===== src/rtl/tpu_pkg.sv =====
// Shared TPU definitions: FSM state encodings, result-width derivation and flat-bus slicing helper.
package tpu_pkg;

    typedef logic [1:0] state_t;

    localparam state_t ST_IDLE  = 2'd0;
    localparam state_t ST_SHIFT = 2'd1;
    localparam state_t ST_DONE  = 2'd2;

    function automatic int out_width(input int d_w);
        return 2 * d_w;
    endfunction

    // Word k of a flat result bus starts at this bit offset.
    function automatic int word_lsb(input int k, input int w);
        return k * w;
    endfunction

endpackage


===== src/rtl/output_control_piso_word.sv =====
// Parallel-in serial-out register for one result word, LSB leaves first.
// With OUTPUT_CONTROL_PARITY_EN defined it also holds the even parity of the loaded word.
module piso_word #(
    parameter int W = 16
) (
    input  logic         clk,
    input  logic         rst_n,
    input  logic         load,
    input  logic         shift,
    input  logic [W-1:0] din,
    output logic         bit_out
`ifdef OUTPUT_CONTROL_PARITY_EN
    ,
    output logic         parity
`endif
);

    logic [W-1:0] sr;

    always_ff @(posedge clk or negedge rst_n) begin
        if (!rst_n) begin
            sr <= '0;
        end else if (load) begin
            sr <= din;
        end else if (shift) begin
            sr <= {1'b0, sr[W-1:1]};
        end
    end

    assign bit_out = sr[0];

`ifdef OUTPUT_CONTROL_PARITY_EN
    // Parity is taken from the loaded value, so it survives the word being shifted out.
    always_ff @(posedge clk or negedge rst_n) begin
        if (!rst_n) begin
            parity <= 1'b0;
        end else if (load) begin
            parity <= ^din;
        end
    end
`endif

endmodule


===== src/rtl/output_control.sv =====
// Result return path: captures the N*N result matrix in one cycle and streams it LSB-first on one pin.
// Define OUTPUT_CONTROL_PARITY_EN to append an even-parity bit after every word.
module output_control
    import tpu_pkg::*;
#(
    parameter int D_W = 8,
    parameter int N   = 2
) (
    input  logic                              clk,
    input  logic                              rst_n,
    input  logic [N*N*out_width(D_W)-1:0]     in_z_flat,
    input  logic                              capture,
    input  logic                              read_en,
    output logic                              data_out,
    output logic                              out_valid,
    output logic                              busy,
    output logic                              done
);

    localparam int OUT_W = out_width(D_W);
    localparam int WORDS = N * N;
`ifdef OUTPUT_CONTROL_PARITY_EN
    localparam int FRAME_W = OUT_W + 1;
`else
    localparam int FRAME_W = OUT_W;
`endif
    localparam int WC_W = (WORDS > 1) ? $clog2(WORDS) : 1;
    localparam int BC_W = (FRAME_W > 1) ? $clog2(FRAME_W) : 1;
    localparam logic [WC_W-1:0] LAST_WORD = WC_W'(WORDS - 1);
    localparam logic [BC_W-1:0] LAST_BIT  = BC_W'(FRAME_W - 1);

    state_t           state;
    logic [OUT_W-1:0] buffer [WORDS];
    logic [WC_W-1:0]  word_cnt;
    logic [BC_W-1:0]  bit_cnt;

    logic             send;
    logic             frame_end;
    logic             last_bit;
    logic             serial_bit;
    logic             piso_load;
    logic             piso_bit;
    logic [OUT_W-1:0] piso_din;
    logic [WC_W-1:0]  next_word;

    assign send      = (state == ST_SHIFT) && read_en;
    assign frame_end = (bit_cnt == LAST_BIT);
    assign last_bit  = frame_end && (word_cnt == LAST_WORD);
    assign next_word = word_cnt + 1'b1;

    // Word 0 goes straight into the shifter on capture; later words come from the buffer at frame end.
    assign piso_load = ((state == ST_IDLE) && capture) || (send && frame_end && !last_bit);

    always_comb begin
        piso_din = in_z_flat[word_lsb(0, OUT_W) +: OUT_W];
        if (state != ST_IDLE) begin
            piso_din = buffer[next_word];
        end
    end

`ifdef OUTPUT_CONTROL_PARITY_EN
    logic piso_parity;

    assign serial_bit = (bit_cnt == BC_W'(OUT_W)) ? piso_parity : piso_bit;

    piso_word #(.W(OUT_W)) u_piso (
        .clk     (clk),
        .rst_n   (rst_n),
        .load    (piso_load),
        .shift   (send),
        .din     (piso_din),
        .bit_out (piso_bit),
        .parity  (piso_parity)
    );
`else
    assign serial_bit = piso_bit;

    piso_word #(.W(OUT_W)) u_piso (
        .clk     (clk),
        .rst_n   (rst_n),
        .load    (piso_load),
        .shift   (send),
        .din     (piso_din),
        .bit_out (piso_bit)
    );
`endif

    always_ff @(posedge clk or negedge rst_n) begin
        if (!rst_n) begin
            state     <= ST_IDLE;
            word_cnt  <= '0;
            bit_cnt   <= '0;
            data_out  <= 1'b0;
            out_valid <= 1'b0;
            for (int k = 0; k < WORDS; k++) begin
                buffer[k] <= '0;
            end
        end else begin
            out_valid <= 1'b0;
            case (state)
                ST_IDLE: begin
                    if (capture) begin
                        for (int k = 0; k < WORDS; k++) begin
                            buffer[k] <= in_z_flat[word_lsb(k, OUT_W) +: OUT_W];
                        end
                        word_cnt <= '0;
                        bit_cnt  <= '0;
                        state    <= ST_SHIFT;
                    end
                end
                ST_SHIFT: begin
                    if (read_en) begin
                        data_out  <= serial_bit;
                        out_valid <= 1'b1;
                        if (frame_end) begin
                            bit_cnt <= '0;
                            if (last_bit) begin
                                state <= ST_DONE;
                            end else begin
                                word_cnt <= next_word;
                            end
                        end else begin
                            bit_cnt <= bit_cnt + 1'b1;
                        end
                    end
                end
                ST_DONE: begin
                    state <= ST_IDLE;
                end
                default: begin
                    state <= ST_IDLE;
                end
            endcase
        end
    end

    assign busy = (state == ST_SHIFT);
    assign done = (state == ST_DONE);

endmodule

===== config.mk =====
export PLATFORM = sky130hd
export DESIGN_NAME = output_control
export DESIGN_NICKNAME = d
export VERILOG_FILES = /design/src/rtl/tpu_pkg.sv /design/src/rtl/output_control_piso_word.sv /design/src/rtl/output_control.sv
export SDC_FILE = /design/constraint.sdc
export NUM_CORES = 1
export LEC_CHECK = 0
export CORE_ASPECT_RATIO = 0.7
export CORE_UTILIZATION = 30
export DETAILED_ROUTE_END_ITERATION = 8
export GPL_ROUTABILITY_DRIVEN = 0
export GPL_TIMING_DRIVEN = 1
export SLEW_MARGIN = 30
export SYNTH_ARGS = -nofsm -noshare
export SYNTH_HDL_FRONTEND = slang
export SYNTH_SLANG_ARGS = --single-unit

===== constraint.sdc =====
create_clock -name clk -period 3.65 [get_ports clk]
set_input_delay 0.73 -clock clk [delete_from_list [all_inputs] [get_ports clk]]
set_output_delay 0.73 -clock clk [all_outputs]
set_load 0.01 [all_outputs]

; ---- Word level (Yosys, flattened, before mapping)
; Index checks and enable logic that the tools add are counted.
[op_classes]
div_mod_pow = 0
shifts = 0
reduce_logical = 16
mul = 0
n_eq_ne = 9
n_addsub = 2
mux = 22
magnitude_cmp = 1
bitwise_logic = 1
[ops]
columns = cell, n
row1 = 2-to-1 mux 16 bit, 5
row2 = binary-select mux 16 bit (select 2 bit), 1
row3 = 2-to-1 mux 2 bit, 8
row4 = 2-to-1 mux 4 bit, 3
row5 = case mux 2 bit (2 select lines), 2
row6 = case mux 4 bit (2 select lines), 1
row7 = inequality test 2 bit (second input constant), 3
row8 = nonzero test 2 bit, 3
row9 = logical AND 1 bit, 5
row10 = AND reduction 5 bit, 1
row11 = adder 4 x 1 -> 4 bit (second input constant), 1
row12 = equality test 2 bit (second input constant), 2
row13 = equality test 4 bit (second input constant), 1
row14 = inequality test 2 x 1 -> 1 bit (second input constant), 2
row15 = AND reduction 2 bit, 2
row16 = AND reduction 4 bit, 1
row17 = >= comparator 3 bit (second input constant), 1
row18 = inverter 2 -> 3 bit, 1
row19 = AND reduction 3 bit, 1
row20 = adder 2 x 1 -> 2 bit (second input constant), 1
row21 = equality test 2 x 1 -> 1 bit (second input constant), 1
row22 = zero test 2 bit, 1
row23 = 2-to-1 mux 1 bit, 2
row24 = zero test 1 bit, 1
row25 = logical OR 1 bit, 1
[totals]
mem_bits_ro = 0
register_bits = 90
latchBits = 0
word_cells = 61
memories = 0
output_inout_bits = 4
mem_bits_rw = 0

; ---- Longest topological paths before layout
; Gate-level depths: netlist of the first run.
[depth]
depth_word = 7
depth_mapped = 7

; ---- Hierarchy
; A second synthesis of the first run with hierarchy kept.
[unflattened]
hier_cells = 291
area_unflattened_um2 = 4244.1
[by_module_without_submodules]
columns = module, cells_each, instances, seq_area_each_um2, area_per_inst_um2
row1 = output_control, 222, 1, 1851.8, 3502.1
row2 = piso_word, 69, 1, 400.4, 742.0

; ---- Least setup slack after synthesis of the first run
; OpenSTA, ideal clock, no wires.
[synth_path]
kind = input port to flip-flop
startpoint = input port read_en
endpoint = register u_piso.sr[10]
path_buffers = 2
arrival_ns = 1.672
slack_ns = 1.857
cell_stages = 6
setup_ns = 0.121
path_cell_list = nand2_4 -> or4_4 -> buf_6 -> buf_6 -> nor2_1 -> nor3_1
[synth_via]
elab_chain_len = 5
[synth_rtl]
columns = element, line_no
row1 = start: declaration, output_control.sv:13  ; input logic read_en,
row2 = logical AND 1 bit *, output_control.sv:46  ; assign send = (state == ST_SHIFT) && read_en;
row3 = logical AND 1 bit (2 in a row), output_control.sv:52  ; assign piso_load = ((state == ST_IDLE) && capture) || (send && frame_end && !last_bit);
row4 = logical OR 1 bit, output_control.sv:52
row5 = 2-to-1 mux 16 bit / nonzero test 2 bit (equally long branches), n/a
row6 = end signal: assignment, output_control_piso_word.sv:24  ; sr <= din;
row7 = end signal: assignment, output_control_piso_word.sv:26  ; sr <= {1'b0, sr[W-1:1]};
row8 = end: declaration, output_control_piso_word.sv:18  ; logic [W-1:0] sr;
; Mark *: on every way between the ends. The rest lies on a longest branch, timed or not.
; A chain may end at the register's enable or synchronous reset.

; ---- Final worst setup path of the first run
[layout_path]
startpoint = register state[1]
endpoint = output port busy
[layout_via]
elab_chain_len = 1
[layout_rtl]
columns = element, line_no
row1 = start: declaration, output_control.sv:32  ; state_t state;
row2 = start signal: assignment, output_control.sv:90  ; state <= ST_IDLE;
row3 = start signal: assignment, output_control.sv:108  ; state <= ST_SHIFT;
row4 = start signal: assignment, output_control.sv:118  ; state <= ST_DONE;
row5 = equality test 2 x 1 -> 1 bit, output_control.sv:137  ; assign busy = (state == ST_SHIFT);
row6 = end: declaration, output_control.sv:16  ; output logic busy,
; No other way between the ends.

==> flow_summary.yaml, run 1 <==
power_and_ir_drop:
  pwr-share-seq: 0.446
  peakVddDrop_uv: 286
  power_frac_comb: 0.304
  p_leak_nw: 2.41
  clkPwrFrac: 0.250
  p_per_area_mw_per_mm2: 717
  internal_power_mw: 2.60
  netSwitchingPower_mw: 1.15
  sw_frac_of_total: 0.307
clock_tree:
  cts_max_path_buffers: 2
  cts_resized: 0
  postCtsSetupBuffers: 0
  clkSinkCount: 90
  cts_max_level: 3
  ctsHoldBuffers: 0
  path_clk_slew_ns: 0.06
  clk_latency_ns: 0.34
  cts_buffers: 9
  cts_tree: "done"
  root_buffer: "clkbuf_16"
timing:
  fin_skew_ns: 0.00920
  slew_violations: 0
  post-route-period-util: 0.700
  setup_violations: 0
  fin_crit_ns: 2.56
  relSlewSlack: 0.567
  rsz0062_at_grt: "false"
  finalHoldViolCount: 0
  worstMarginPinSlew_ns: 0.649
  hold_slack_ns: 0.405
  fin_setup_tns_ns: 0
  max_freq_mhz: 391
synth:
  syn_area_per_cell_um2: 9.51
  synth_cells: 426
  synth-edff-count: 0
  netlist-cell-type-count: 34
  synthFlopType: "dfrtp_1"
  yosysWarnings: 0
  synth_fp_nets: 496
  ys_ff_latch: 90
  yosysSeqAreaShare: 0.556
  async_flop_share: 1.00
  syn_area_mm2: 0.00405
layout:
  final_nets: 561
  layout_commonest_cell: "nand2_1"
  drive_above_1_share: 0.0948
  multiInputGateArea_mm2: 0.00167
  final_area_mm2: 0.00523
  fin_cells: 681
  fillers: 1311
  layout_common_cells: "nand2_1 (195), dfrtp_1 (90), clkdlybuf4s50_1 (70)"
  antennaDiodeCount: 0
  area_growth_pct: 29.1
  regArea_mm2: 0.00225
critical_path:
  critPathKind: "flip-flop to output port"
  endpoint_kind: "output port"
  r2r-end: "u_piso.sr[15]"
  cp-start-kind: "flip-flop"
  crit_end: "busy"
  arrival_ns: 1.83
  startpoint: "state[1]"
  worstPathMaxFanout: 13
  rr_worst_depth: 5
  r2r_start: "word_cnt[0]"
  ff2ff_setup_slack_ns: 1.78
  critPathRequiredTime_ns: 2.92
routing:
  wl_per_cell_um: 14.3
  viasPerCell: 4.47
  drt.antenna.violating_nets: 0
  dr.first_iter.drc_count: 161
  wirelength_um: 9710
  drtPass1Iterations: 4
  vias: 3045
  drc_errors: 0
outcome:
  outcome: "finished clean"
place:
  post_dp_cell_area_mm2: 0.00492
  hpwl_um: 6540
  dpl.cell_count: 665
  port_buffers: 71
floorplan:
  ios: 72
  dieArea_mm2: 0.0140
  initial_core_util: 0.307
  die_y_um: 99.2
  core_mm2: 0.0132
  rows: 35
  fp.dieW_um: 141
hold_path:
  min_path_type: "input pin to async pin"
global_route:
  grt_pass1_wl_um: 16100
  track_usage: 0.149
  grt.overflow.total: 0
  antenna_found_initial: 0
  first_global_vias: 3208
  grt_max_degree: 65
flow_run:
  maxCapViolCount: 0
worst max-delay path: stages, from the launching register on:
cell and delay [ns]:
dfrtp_1 0.55, nor2b_1 0.34, clkdlybuf4s50_1 0.60
how the worst min path moves through the flow:
stage	from	endpoint	slack, ns	depth (start not counted)
3_3_place_gp	buffer[63]	buffer[63]	0.45	2
2_1_floorplan	rst_n	bit_cnt[0]	0.43	0
5_1_grt	rst_n	buffer[18]	0.44	1
4_1_cts	rst_n	buffer[34]	0.42	1
3_5_place_dp	buffer[1]	buffer[1]	0.46	2
6_report	rst_n	buffer[2]	0.40	1
kinds of logic after synthesis:
family	Yosys count	synth area share
multiplexers	20	0.0995
AO/OA/AOI/OAI	25	0.0417
flip-flops	90	0.556
AND/OR/NAND/NOR	261	0.258
adder cells (fa/ha/maj)	2	0.00618
buffers and inverters	26	0.0340
XOR/XNOR	2	0.00433
power groups by stage:
| stage | registers, mW | clock network (mW) | logic, mW |
|---|---|---|---|
| 6_report | 1.67 | 0.937 | 1.14 |
| 5_1_grt | 1.73 | 1.00 | 1.28 |
| 4_1_cts | 1.67 | 0.965 | 1.16 |
| 3_5_place_dp | 1.69 | 0 | 1.15 |
| 3_3_place_gp | 1.66 | 0 | 1.11 |
| 2_1_floorplan | 1.61 | 0 | 0.862 |
state kept, by name (all words and copies together) (netlist names):
register / cells
word_cnt: 2
bit_cnt: 4
data_out: 1
u_piso.sr: 16
buffer: 64
state: 2
out_valid: 1
synth_stat cells, types with 2 or more instances:
| cell | n | share of area |
|---|---|---|
| nor2_1 | 36 | 0.033 |
| nor2b_1 | 3 | 0.0046 |
| nand3_1 | 3 | 0.0037 |
| mux2_2 | 2 | 0.0056 |
| buf_6 | 2 | 0.0056 |
| ha_1 | 2 | 0.0062 |
| nor3_1 | 15 | 0.019 |
| o21ai_0 | 2 | 0.0025 |
| xnor2_1 | 2 | 0.0043 |
| nand2_1 | 196 | 0.18 |
| buf_2 | 11 | 0.014 |
| dfrtp_1 | 90 | 0.56 |
| mux4_2 | 16 | 0.089 |
| buf_4 | 3 | 0.0056 |
| o22ai_1 | 15 | 0.023 |
| a211oi_1 | 2 | 0.0037 |
| mux2i_1 | 2 | 0.0049 |
| clkbuf_1 | 8 | 0.0074 |
through the flow:
stage | worst slack, ns | util | power, mW
floorplan | 1.86 | - | 2.48
global placement | 1.19 | 0.374 | 2.77
detailed placement | 1.17 | 0.374 | 2.84
CTS | 1.09 | 0.397 | 3.80
global route | 0.991 | 0.397 | 4.01
finish | 1.09 | 0.397 | 3.75
metal layers:
metal  vias to the layer above  GRT usage  part of all wire
met4                         0     0.0452                 0
met5                         -          0                 0
met3                         0     0.0390             0.049
li1                       1521          -                 -
met2                        65      0.237              0.47
met1                      1459      0.201              0.48
area by class of cell:
class,count,share of cell area
Sequential cell,90,0.431
Inverter,1,0.000718
Multi-Input combinational cell,310,0.319
Timing Repair Buffer,79,0.147
Clock buffer,12,0.0490
Tap cell,185,0.0443
Clock inverter,4,0.00957
No activity file was read; power rests on OpenSTA's default activity.
==> run 2, diff against run 1 <==
- clock period: 3.65 -> 2.4 ns (I/O delays scaled with it)
==> flow_summary.yaml, run 2 (synthesis results as in run 1) <==
outcome:
  outcome: "finished clean"
hold_path:
  min_path_type: "input pin to async pin"
layout:
  antennaDiodeCount: 0
  drive_above_1_share: 0.102
  final_area_mm2: 0.00531
  final_nets: 564
  layout_common_cells: "nand2_1 (195), dfrtp_1 (90), clkdlybuf4s50_1 (70)"
  reg_top3: "buffer x64, u_piso.sr x16, bit_cnt x4"
  fin_util: 0.403
  layout_commonest_cell: "nand2_1"
  fillers: 1278
  largest_reg_flops: 64
  area_growth_pct: 31.1
  largest_register: "buffer"
timing:
  max_freq_mhz: 449
  fin_skew_ns: 0.00666
  rsz0062_at_grt: "false"
  hold_slack_ns: 0.130
  finalHoldViolCount: 0
  fin_crit_ns: 2.23
  post-route-period-util: 0.927
  relSlewSlack: 0.613
  fin_setup_tns_ns: 0
  setup_slack_ns: 0.175
  worstMarginPinSlew_ns: 0.581
  setup_violations: 0
  slew_violations: 0
critical_path:
  cp-start-kind: "flip-flop"
  critPathKind: "flip-flop to output port"
  startpoint: "state[0]"
  r2r-end: "u_piso.sr[11]"
  endpoint_kind: "output port"
  ff2ff_setup_slack_ns: 0.52
  critPathRequiredTime_ns: 1.92
  worstPathMaxFanout: 8
  rr_worst_depth: 5
  arrival_ns: 1.75
  r2r_start: "word_cnt[1]"
  crit_end: "busy"
clock_tree:
  cts_max_level: 3
  ctsHoldBuffers: 0
  clkSinkCount: 90
  clk_latency_ns: 0.34
  cts_tree: "done"
  cts_max_path_buffers: 2
  cts_buffers: 9
  postCtsSetupBuffers: 0
  path_clk_slew_ns: 0.06
  root_buffer: "clkbuf_16"
  cts_resized: 0
place:
  post-place-ws_ns: 0.290
  hpwl_um: 6430
  port_buffers: 71
  post_dp_cell_area_mm2: 0.00497
floorplan:
  rows: 35
  die_y_um: 99.2
  dieArea_mm2: 0.0140
  ios: 72
  fp.dieW_um: 141
  core_mm2: 0.0132
  initial_core_util: 0.307
routing:
  drtPass1Iterations: 4
  vias: 3152
  dr.first_iter.drc_count: 191
  m1WireLength_um: 4610
  wl_per_cell_um: 13.9
  viasPerCell: 4.61
  wl_met3_um: 517
  met2_wirelength_um: 4310
  highest_layer: "met4"
  drt.antenna.violating_nets: 0
  drc_errors: 0
  wirelength_um: 9530
power_and_ir_drop:
  peakVddDrop_uv: 480
  p_per_area_mw_per_mm2: 1100
  p_leak_nw: 2.45
global_route:
  grt.overflow.total: 0
  antenna_found_initial: 0
  track_usage: 0.150
  grt_pass1_wl_um: 16200
  first_global_vias: 3205
  grt_max_degree: 80
flow_run:
  maxCapViolCount: 0
-- run 2: worst min path at each step --
stage               slack (ns)  startpoint             to
detailed placement        0.46   buffer[6]      buffer[6]
finish                    0.13       rst_n     buffer[19]
floorplan                 0.18       rst_n     bit_cnt[0]
global placement          0.45  buffer[15]     buffer[15]
CTS                       0.16       rst_n  u_piso.sr[13]
global route              0.18       rst_n     buffer[52]
-- run 2: through the flow --
stage	total power [mW]	cells
finish	5.85	684
global route	6.27	684
CTS	5.93	684
detailed placement	4.33	668
global placement	4.25	668
floorplan	3.76	426
-- run 2: metal layers --
metal,global-route usage,up-vias
met5,0,-
met4,0.0376,0
met3,0.0453,10
met2,0.223,74
met1,0.214,1542
li1,-,1526
-- run 2: layout make-up --
| class | instances | area [um2] | share of cell area |
|---|---|---|---|
| Clock inverter | 5 | 85.1 | 0.0160 |
| Timing Repair Buffer | 82 | 816 | 0.154 |
| Sequential cell | 90 | 2250 | 0.424 |
| Tap cell | 185 | 231 | 0.0436 |
| Clock buffer | 11 | 253 | 0.0476 |
| Inverter | 1 | 3.75 | 0.000707 |
| Multi-Input combinational cell | 310 | 1670 | 0.314 |
-- run 2: power by group --
group	internal [mW]	total (mW)	switching (mW)	leakage [nW]
Clock	0.974	1.57	0.592	0.162
Sequential	2.18	2.54	0.365	1.09
Combinational	0.929	1.75	0.816	1.19
-- run 2: critical path, stage by stage (launching register included) --
cell             delay [ns]
dfrtp_1                0.52
nor2b_1                0.30
clkdlybuf4s50_1        0.59
